--- src/rtl/ddr_cmd_arbiter.sv ---
// Two-requester command arbiter for one DDR controller port: display reads vs. Mandelbrot writes.
// Calibration-gated, urgent-read priority, round-robin fairness and a write starvation override.
module ddr_cmd_arbiter #(
    parameter int unsigned STARVE_LIMIT = 16
) (
    input  logic        clk,
    input  logic        reset_n,
    input  logic        mem_calib_done,
    input  logic        rd_req,
    input  logic        rd_urgent,
    input  logic [29:0] rd_addr,
    input  logic [5:0]  rd_bl,
    output logic        rd_gnt,
    input  logic        wr_req,
    input  logic [29:0] wr_addr,
    input  logic [5:0]  wr_bl,
    output logic        wr_gnt,
    input  logic [6:0]  wr_fifo_count,
    input  logic        cmd_full,
    output logic        cmd_en,
    output logic [2:0]  cmd_instr,
    output logic [5:0]  cmd_bl,
    output logic [29:0] cmd_byte_addr,
    output logic        calib_ok,
    output logic [15:0] rd_cmd_count,
    output logic [15:0] wr_cmd_count
);

    typedef enum logic [1:0] {CALIB, IDLE, ISSUE, GAP} state_t;

    localparam logic [7:0] STARVE_LIM = 8'(STARVE_LIMIT);

    state_t     state_reg;
    logic       calib_meta_reg;
    logic       last_wr_reg;
    logic [7:0] starve_reg;

    logic rd_elig;
    logic wr_elig;
    logic starved;
    logic pick_wr;
    logic decide;

    // A write is only worth issuing once its whole burst already sits in the controller FIFO.
    assign rd_elig = rd_req;
    assign wr_elig = wr_req && (wr_fifo_count >= ({1'b0, wr_bl} + 7'd1));
    assign starved = starve_reg >= STARVE_LIM;
    assign pick_wr = wr_elig &&
                     (starved || (!(rd_elig && rd_urgent) && (!rd_elig || !last_wr_reg)));
    assign decide  = (state_reg == IDLE) && calib_ok && !cmd_full && (rd_elig || wr_elig);

    always_ff @(posedge clk or negedge reset_n) begin
        if (!reset_n) begin
            state_reg      <= CALIB;
            calib_meta_reg <= 1'b0;
            calib_ok       <= 1'b0;
            cmd_en         <= 1'b0;
            rd_gnt         <= 1'b0;
            wr_gnt         <= 1'b0;
            cmd_instr      <= 3'b000;
            cmd_bl         <= 6'd0;
            cmd_byte_addr  <= 30'd0;
            rd_cmd_count   <= 16'd0;
            wr_cmd_count   <= 16'd0;
            last_wr_reg    <= 1'b0;
        end else begin
            calib_meta_reg <= mem_calib_done;
            calib_ok       <= calib_meta_reg;
            cmd_en         <= 1'b0;
            rd_gnt         <= 1'b0;
            wr_gnt         <= 1'b0;
            case (state_reg)
                CALIB: begin
                    if (calib_ok) state_reg <= IDLE;
                end
                IDLE: begin
                    if (!calib_ok) begin
                        state_reg <= CALIB;
                    end else if (decide) begin
                        state_reg <= ISSUE;
                        cmd_en    <= 1'b1;
                        if (pick_wr) begin
                            wr_gnt        <= 1'b1;
                            cmd_instr     <= 3'b000;
                            cmd_bl        <= wr_bl;
                            cmd_byte_addr <= {wr_addr[29:2], 2'b00};
                        end else begin
                            rd_gnt        <= 1'b1;
                            cmd_instr     <= 3'b001;
                            cmd_bl        <= rd_bl;
                            cmd_byte_addr <= {rd_addr[29:2], 2'b00};
                        end
                    end
                end
                ISSUE: begin
                    // The command in flight always completes, even if calibration drops.
                    state_reg   <= GAP;
                    last_wr_reg <= wr_gnt;
                    if (wr_gnt) wr_cmd_count <= wr_cmd_count + 16'd1;
                    else        rd_cmd_count <= rd_cmd_count + 16'd1;
                end
                GAP: begin
                    state_reg <= calib_ok ? IDLE : CALIB;
                end
                default: state_reg <= CALIB;
            endcase
        end
    end

    // Counts IDLE cycles an eligible write loses, including cycles blocked by cmd_full.
    always_ff @(posedge clk or negedge reset_n) begin
        if (!reset_n) begin
            starve_reg <= 8'd0;
        end else if (wr_gnt || !wr_elig) begin
            starve_reg <= 8'd0;
        end else if ((state_reg == IDLE) && !(decide && pick_wr) && (starve_reg != 8'hFF)) begin
            starve_reg <= starve_reg + 8'd1;
        end
    end

endmodule

--- config.mk ---
export PLATFORM = sky130hd
export DESIGN_NAME = ddr_cmd_arbiter
export DESIGN_NICKNAME = d
export VERILOG_FILES = /design/src/rtl/ddr_cmd_arbiter.sv
export SDC_FILE = /design/constraint.sdc
export NUM_CORES = 1
export LEC_CHECK = 0
export ABC_AREA = 1
export BUFFER_PORTS_ARGS = -buffer_cell sky130_fd_sc_hd__buf_2
export CAP_MARGIN = 20
export CORE_ASPECT_RATIO = 1.75
export CORE_MARGIN = 3
export CORE_UTILIZATION = 50
export DETAILED_ROUTE_END_ITERATION = 16
export PLACE_DENSITY = 0.8
export SYNTH_ARGS = -nofsm -noshare
export SYNTH_HDL_FRONTEND = slang
export SYNTH_SLANG_ARGS = --single-unit
--- constraint.sdc ---
create_clock -name clk -period 2.13 [get_ports clk]
set_input_delay 0.1065 -clock clk [delete_from_list [all_inputs] [get_ports clk]]
set_output_delay 0.1065 -clock clk [all_outputs]
set_load 0.02 [all_outputs]
== Word-level counts from Yosys, hierarchy flattened ==
Cells that the tools add are included.

* Word-level logic and storage cells: 73
* Output and inout bits: 75
* Flip-flop bits (word level): 87

* Multiplexer cells: 21
* Equality and inequality tests: 6
* Bitwise logic cells: 1
* Add/sub/neg operators: 4
* Reduce and logical (&&, ||, !) cells: 26
* $lt $le $gt $ge: 2

{| class="wikitable"
|+ Operators with widths
! kind !! number
|-
| 16-bit by 1-bit adder with 16-bit output, second input constant || 2
|-
| 30-bit 2-to-1 mux || 1
|-
| 8-bit 2-to-1 mux || 2
|-
| 1-bit 2-to-1 mux || 13
|-
| 1-bit logical AND || 10
|-
| 8-bit by 1-bit adder with 8-bit output, second input constant || 1
|-
| 8-bit by 5-bit >= comparator with 1-bit output, second input constant || 1
|-
| 8-bit != test, second input constant || 1
|-
| 2-bit one-hot mux with 4 select lines || 1
|-
| 6-bit by 1-bit adder with 7-bit output, second input constant || 1
|-
| 7-bit >= comparator || 1
|-
| 1-bit logical NOT || 6
|-
| 2-bit 2-to-1 mux || 3
|-
| 6-bit 2-to-1 mux || 1
|-
| 2-bit AND reduction || 3
|-
| 2-bit == test, second input constant || 2
|-
| 1-bit logical OR || 4
|-
| 3-bit != test, second input constant || 1
|-
| 3-bit AND reduction || 1
|-
| 2-bit by 1-bit == test with 1-bit output, second input constant || 1
|-
| 2-bit logical NOT || 1
|-
| 2-bit != test, second input constant || 1
|-
| 2-bit nonzero test || 1
|-
| 1-bit NOT || 1
|}

== Depth between registers and ports, before layout ==
* Depth in word-level cells: 11
* Depth in mapped cells: 16

== Least setup slack after synthesis ==
OpenSTA, ideal clock, no wires.

* Path type: input-to-reg
* From: input wr_bl[0]
* To: register cmd_bl[0]
* Stages on the path: 15
* Data required time: 2.014 ns
* Path buffers: 1
* Library setup time: 0.116 ns
* Arrival: 1.739 ns
* Setup slack: 0.274 ns
* Path through: ha_1 nand3_1 nand3b_1 ha_1 nand2_1 inv_1 a21oi_1 nand2_1 nand2_1 nand2_1 nand2_2 inv_4 buf_4 nand2_1 nand2_1

* Longest elaborated chain between the ends: 6

{| class="wikitable"
|+ Ends and longest elaborated chain
! item !! RTL line !! RTL
|-
| start, declared || 16 || <nowiki>input logic [5:0] wr_bl,</nowiki>
|-
| 6-bit by 1-bit adder with 7-bit output || 46 || <nowiki>assign wr_elig = wr_req && (wr_fifo_count >= ({1'b0, wr_bl} + 7'd1));</nowiki>
|-
| 7-bit >= comparator || 46 ||
|-
| 1-bit logical AND || 46 ||
|-
| 1-bit logical OR || 50 || <nowiki>assign decide = (state_reg == IDLE) && calib_ok && !cmd_full && (rd_elig || wr_elig);</nowiki>
|-
| 1-bit logical AND || 50 ||
|-
| 3-bit AND reduction (no source line) || -- ||
|-
| end signal, assigned || 85 || <nowiki>cmd_bl <= wr_bl;</nowiki>
|-
| end signal, assigned || 90 || <nowiki>cmd_bl <= rd_bl;</nowiki>
|-
| end, declared || 22 || <nowiki>output logic [5:0] cmd_bl,</nowiki>
|}

Parallel ways exist; a longest one is shown, timed or not.
A chain may end at the register's enable or synchronous reset.

== Worst setup path after layout ==
* From: input wr_bl[0]
* To: register starve_reg[3]

* Longest elaborated chain between the ends: 10

{| class="wikitable"
|+ Ends and longest elaborated chain
! item !! RTL line !! RTL
|-
| 6-bit by 1-bit adder with 7-bit output * || 46 ||
|-
| 7-bit >= comparator * || 46 ||
|-
| 1-bit logical AND * || 46 ||
|-
| 1-bit logical OR || 50 ||
|-
| 1-bit logical AND || 50 ||
|-
| 1-bit logical AND || 116 || <nowiki>end else if ((state_reg == IDLE) && !(decide && pick_wr) && (starve_reg != 8'hFF)) begin</nowiki>
|-
| 1-bit logical NOT || 116 ||
|-
| 1-bit logical AND (2 in a row) || 116 ||
|-
| 2-bit nonzero test (no source line) || -- ||
|-
| end signal, assigned || 117 || <nowiki>starve_reg <= starve_reg + 8'd1;</nowiki>
|-
| end, declared || 36 || <nowiki>logic [7:0] starve_reg;</nowiki>
|}

Mark *: on every way between the ends. The rest lies on a longest branch, timed or not.

==> results.md <==
| Item | Reported | Unit |
| --- | --- | --- |
| Syn_area_per_cell | 8.072 | µm² |
| Max-capacitance violation count | 0 | - |
| Clock skew | 0.006965 | ns |
| Global placer's final weighted congestion | 0.8910 | - |
| Fraction of synthesis flops using an asynchronous set or reset pin | 100.0 | % |
| Arrival time reported for the critical path endpoint | 2.08 | ns |
| Pint | 3462 | µW |
| Post-CTS Repair Setup Buffers | 0 | - |
| Start of the worst register-to-register path | starve_reg[1] | - |
| Fin. Hold Viols | 0 | - |
| Top cell family by delay on the critical path | simple AND/OR/NAND/NOR gates | - |
| Clock tree from TritonCTS | done | - |
| Library cell with the largest summed area after synthesis | dfrtp_1 | - |
| Vertical extent of the die | 131.1 | µm |
| Top cells by area in the synthesized netlist | dfrtp_1 46%, nand2_1 20%, nand4_1 5.5% | - |
| Dominant cell by count in the synthesized netlist | nand2_1 | - |
| Cell variety after synth | 32 | - |
| Final net count | 808 | - |
| Clock Root Buffer | clkbuf_16 | - |
| List of most frequent post-synthesis cells | 240 x nand2_1, 83 x dfrtp_1, 39 x nand4_1, 34 x inv_1 | - |
| Cell Rows | 45 | - |
| Outcome | finished clean | - |
| Fillers | 765 | - |
| Number of buffers created by CTS | 9 | - |
| Cell count of the worst reg-to-reg path | 8 | - |
| Top flip-flop cell by instance count after synthesis | dfrtp_1 | - |
| Beginning of the worst hold path | rd_addr[28] | - |
| Vias in the first global route | 4246 | - |
| PwrDens | 870.2 | nW/µm² |
| Crit path kind | primary input to flop | - |
| Overall die width | 77.49 | µm |
| Leakage | 0.003411 | µW |
| Delay of the slowest critical-path stage | 0.31 | ns |
| Number of flip-flops under the largest register name | 28 | - |
| Number of I/O pins | 161 | - |
| Register ranked first by flip-flop count | cmd_byte_addr | - |
| Layout-stage area growth over the synthesis result | 29.10 | % |
| Pre-Repair DR Iteration Count | 4 | - |
| Starting utilization of the core area | 51.57 | % |
| Endpoint kind of the worst setup timing path | flop | - |
| Fraction of power spent switching nets | 31.09 | % |
| Area fraction of the dominant cell type after synthesis | 46.45 | % |
| Highest fanout seen on the critical path | 11 | - |
| # setup viols final | 0 | - |
| First-pass GRT wire length | 18880 | µm |
| Maximum VDD drop | 432.1 | µV |
| Total gr overflow | 0 | - |
| Setup slack of the most critical reg-to-reg path | 0.36 | ns |
| Drt drc | 0 | - |
| Cell count of the worst hold path | 5 | - |
| Ratio of cells with drive above 1 in the final layout | 29.37 | % |
| Setup repair after global routing missed its margin | no | - |
| Via count | 4230 | - |
| Count of flip-flops with a built-in enable after synthesis | 0 | - |
| Highest clock frequency the design can meet | 537.2 | MHz |
| Post-Syn Area | 4472 | µm² |
| Detailed-route wire length | 11270 | µm |
| Number of vias per cell | 5.084 | - |
| Total die area | 10160 | µm² |
| NetSw | 1562 | µW |
| Registers with the highest flip-flop counts | cmd_byte_addr (28), rd_cmd_count (16), wr_cmd_count (16) | - |
| Antenna violations before repair | 0 | - |
| Number of buffers between clock root and the deepest sink | 2 | - |
| Final worst-path cycle share | 87.39 | % |
| Critical R2R Capture | starve_reg[3] | - |
| Initial drt markers | 185 | - |
| Flops & latches, synth | 83 | - |
| Detail Route Antenna Nets | 0 | - |
| Core Footprint | 8671 | µm² |
| Number of I/O port buffers | 152 | - |
| Req. time, crit path | 2.35 | ns |
| Min Clock Period, post-route | 1.861 | ns |
| Wire length per cell | 13.54 | µm |
| Worst slew pin tran | 0.5712 | ns |
| Worst max-slew margin expressed relative to the limit | 61.92 | % |
| Most frequent CP cell | nand2_1 | - |
| Portion of the post-synthesis area used by sequential elements | 46.45 | % |
| Pins over their slew limit | 0 | - |
| Sink Count | 83 | - |
| Clock transition at the registers of the reported paths | 0.06 | ns |
| Clock network fraction of total power | 36.3 | % |
| Total GRT Usage | 22.92 | % |
| Fin Setup TNS | 0 | ns |
| Post-Route Utilization | 66.58 | % |
| Sink of the worst hold path | cmd_byte_addr[28] | - |
| Startpoint class of the critical path | primary input | - |
| Relative contribution of sequential cells to total power | 39.5 | % |
| Worst-Skew Late Latency | 0.33 | ns |
| Master of the slowest instance on the critical path | ha_1 | - |
| Number of antenna diodes | 0 | - |
| Largest net degree at the start of global routing | 45 | - |
| Synth Warn # | 0 | - |
| Portion of total power attributed to combinational logic | 24.2 | % |
| Cells along the critical path | buf_2, ha_1, nand3_1, nand3b_1, ha_1, nand2_1, nor2_1, nand2_1, nand2_1, buf_4, nand4_2, nand2_2, inv_2, nand2_1, nand2_1 | - |
| H-tree levels | 3 | - |
| Detail Placement HPWL | 8570 | µm |
| Cell count after synthesis | 554 | - |
| Bufs and invs on worst path | 3 | - |
| Hold Crit Class | primary input to flop | - |
==> cell type report <==
type	instances	area (µm²)	share of cell area, %
Timing Repair Buffer	167	918.4	15.91
Sequential cell	83	2077	35.98
Tap cell	117	146.4	2.536
Inverter	38	145.1	2.514
Multi-Input combinational cell	411	2126	36.82
Clock inverter	5	107.6	1.864
Clock buffer	11	252.7	4.378
==> tightest hold or removal path: cells and delay by family <==
kind,cells,cell delay [ns]
and+or+nand+nor,4,0.18
buffers and inverters,1,0.08
==> metrics by stage <==
step | power [µW] | instance area [µm²] | cells | hold WS [ns] | worst slack (ns)
global route | 5287 | 5773 | 832 | 0.07339 | 0.05343
finish | 5024 | 5773 | 832 | 0.06266 | 0.2685
CTS | 5080 | 5771 | 832 | 0.05210 | 0.2112
floorplan | 2712 | 4483 | 557 | -0.1891 | 0.2742
global placement | 3190 | 5390 | 814 | 0.1397 | -0.05830
detailed placement | 3229 | 5390 | 814 | 0.1398 | -0.1371
==> power by group through the flow <==
stage          sequential, µW  clock [µW]  combinational (µW)
2_1_floorplan            2280           0                 431
3_3_place_gp             1990           0                1200
3_5_place_dp             2000           0                1230
4_1_cts                  1980        1870                1230
5_1_grt                  2020        1930                1340
6_report                 1980        1820                1220
==> repair_timing <==
action                                  CTS  global route
endpoints found under the setup margin    0             3
endpoints found under the hold margin    44             0
hold buffers                              2             0
resized for setup                         0             1
==> how the worst max path moves through the flow <==
stage	start	end	slack [ns]	cells after the start
final	wr_bl[0]	starve_reg[3]	0.27	15
after global routing	wr_bl[0]	cmd_byte_addr[16]	0.05	15
after CTS	wr_bl[0]	starve_reg[0]	0.21	13
after detailed placement	wr_bl[0]	starve_reg[0]	-0.14	13
after global placement	wr_bl[0]	starve_reg[0]	-0.06	13
after floorplan	wr_bl[0]	cmd_bl[0]	0.27	15
==> cell families after synthesis <==
family                     after synthesis  share of synthesized area [%]
DFF                                     83                          46.45
and+or+nand+nor                        353                          35.84
xor gates and xnor gates                36                          7.219
adders and majority gates               12                          3.357
other                                    1                        0.08386
buffers and inverters                   63                          6.323
AOI/OAI and AO/OA                        6                         0.7272
==> layer usage <==
layer	track usage, %	wire (µm)
met5	0	0
met4	11.58	384
met3	4.527	655
met2	40.66	5968
met1	25.51	4258
==> cell usage in the layout (no fill, tap or decap), types with 2 or more instances in the layout <==
cell / n
a21oi_1: 2
buf_2: 151
nand2_2: 9
conb_1: 4
nor4_1: 2
nand3_1: 19
buf_12: 3
nand2_1: 240
bufinv_16: 3
dlygate4sd3_1: 2
clkbuf_16: 9
a31oi_1: 2
nand4_1: 39
xnor2_1: 17
nand3b_1: 3
nor2_2: 3
nor2_4: 5
nand3_2: 3
xor2_1: 18
nor2_1: 18
inv_2: 3
nor3_1: 7
buf_4: 11
dfrtp_1: 83
clkbuf_8: 2
inv_1: 34
ha_1: 12
Note: power is estimated with default switching activity, not from simulation.
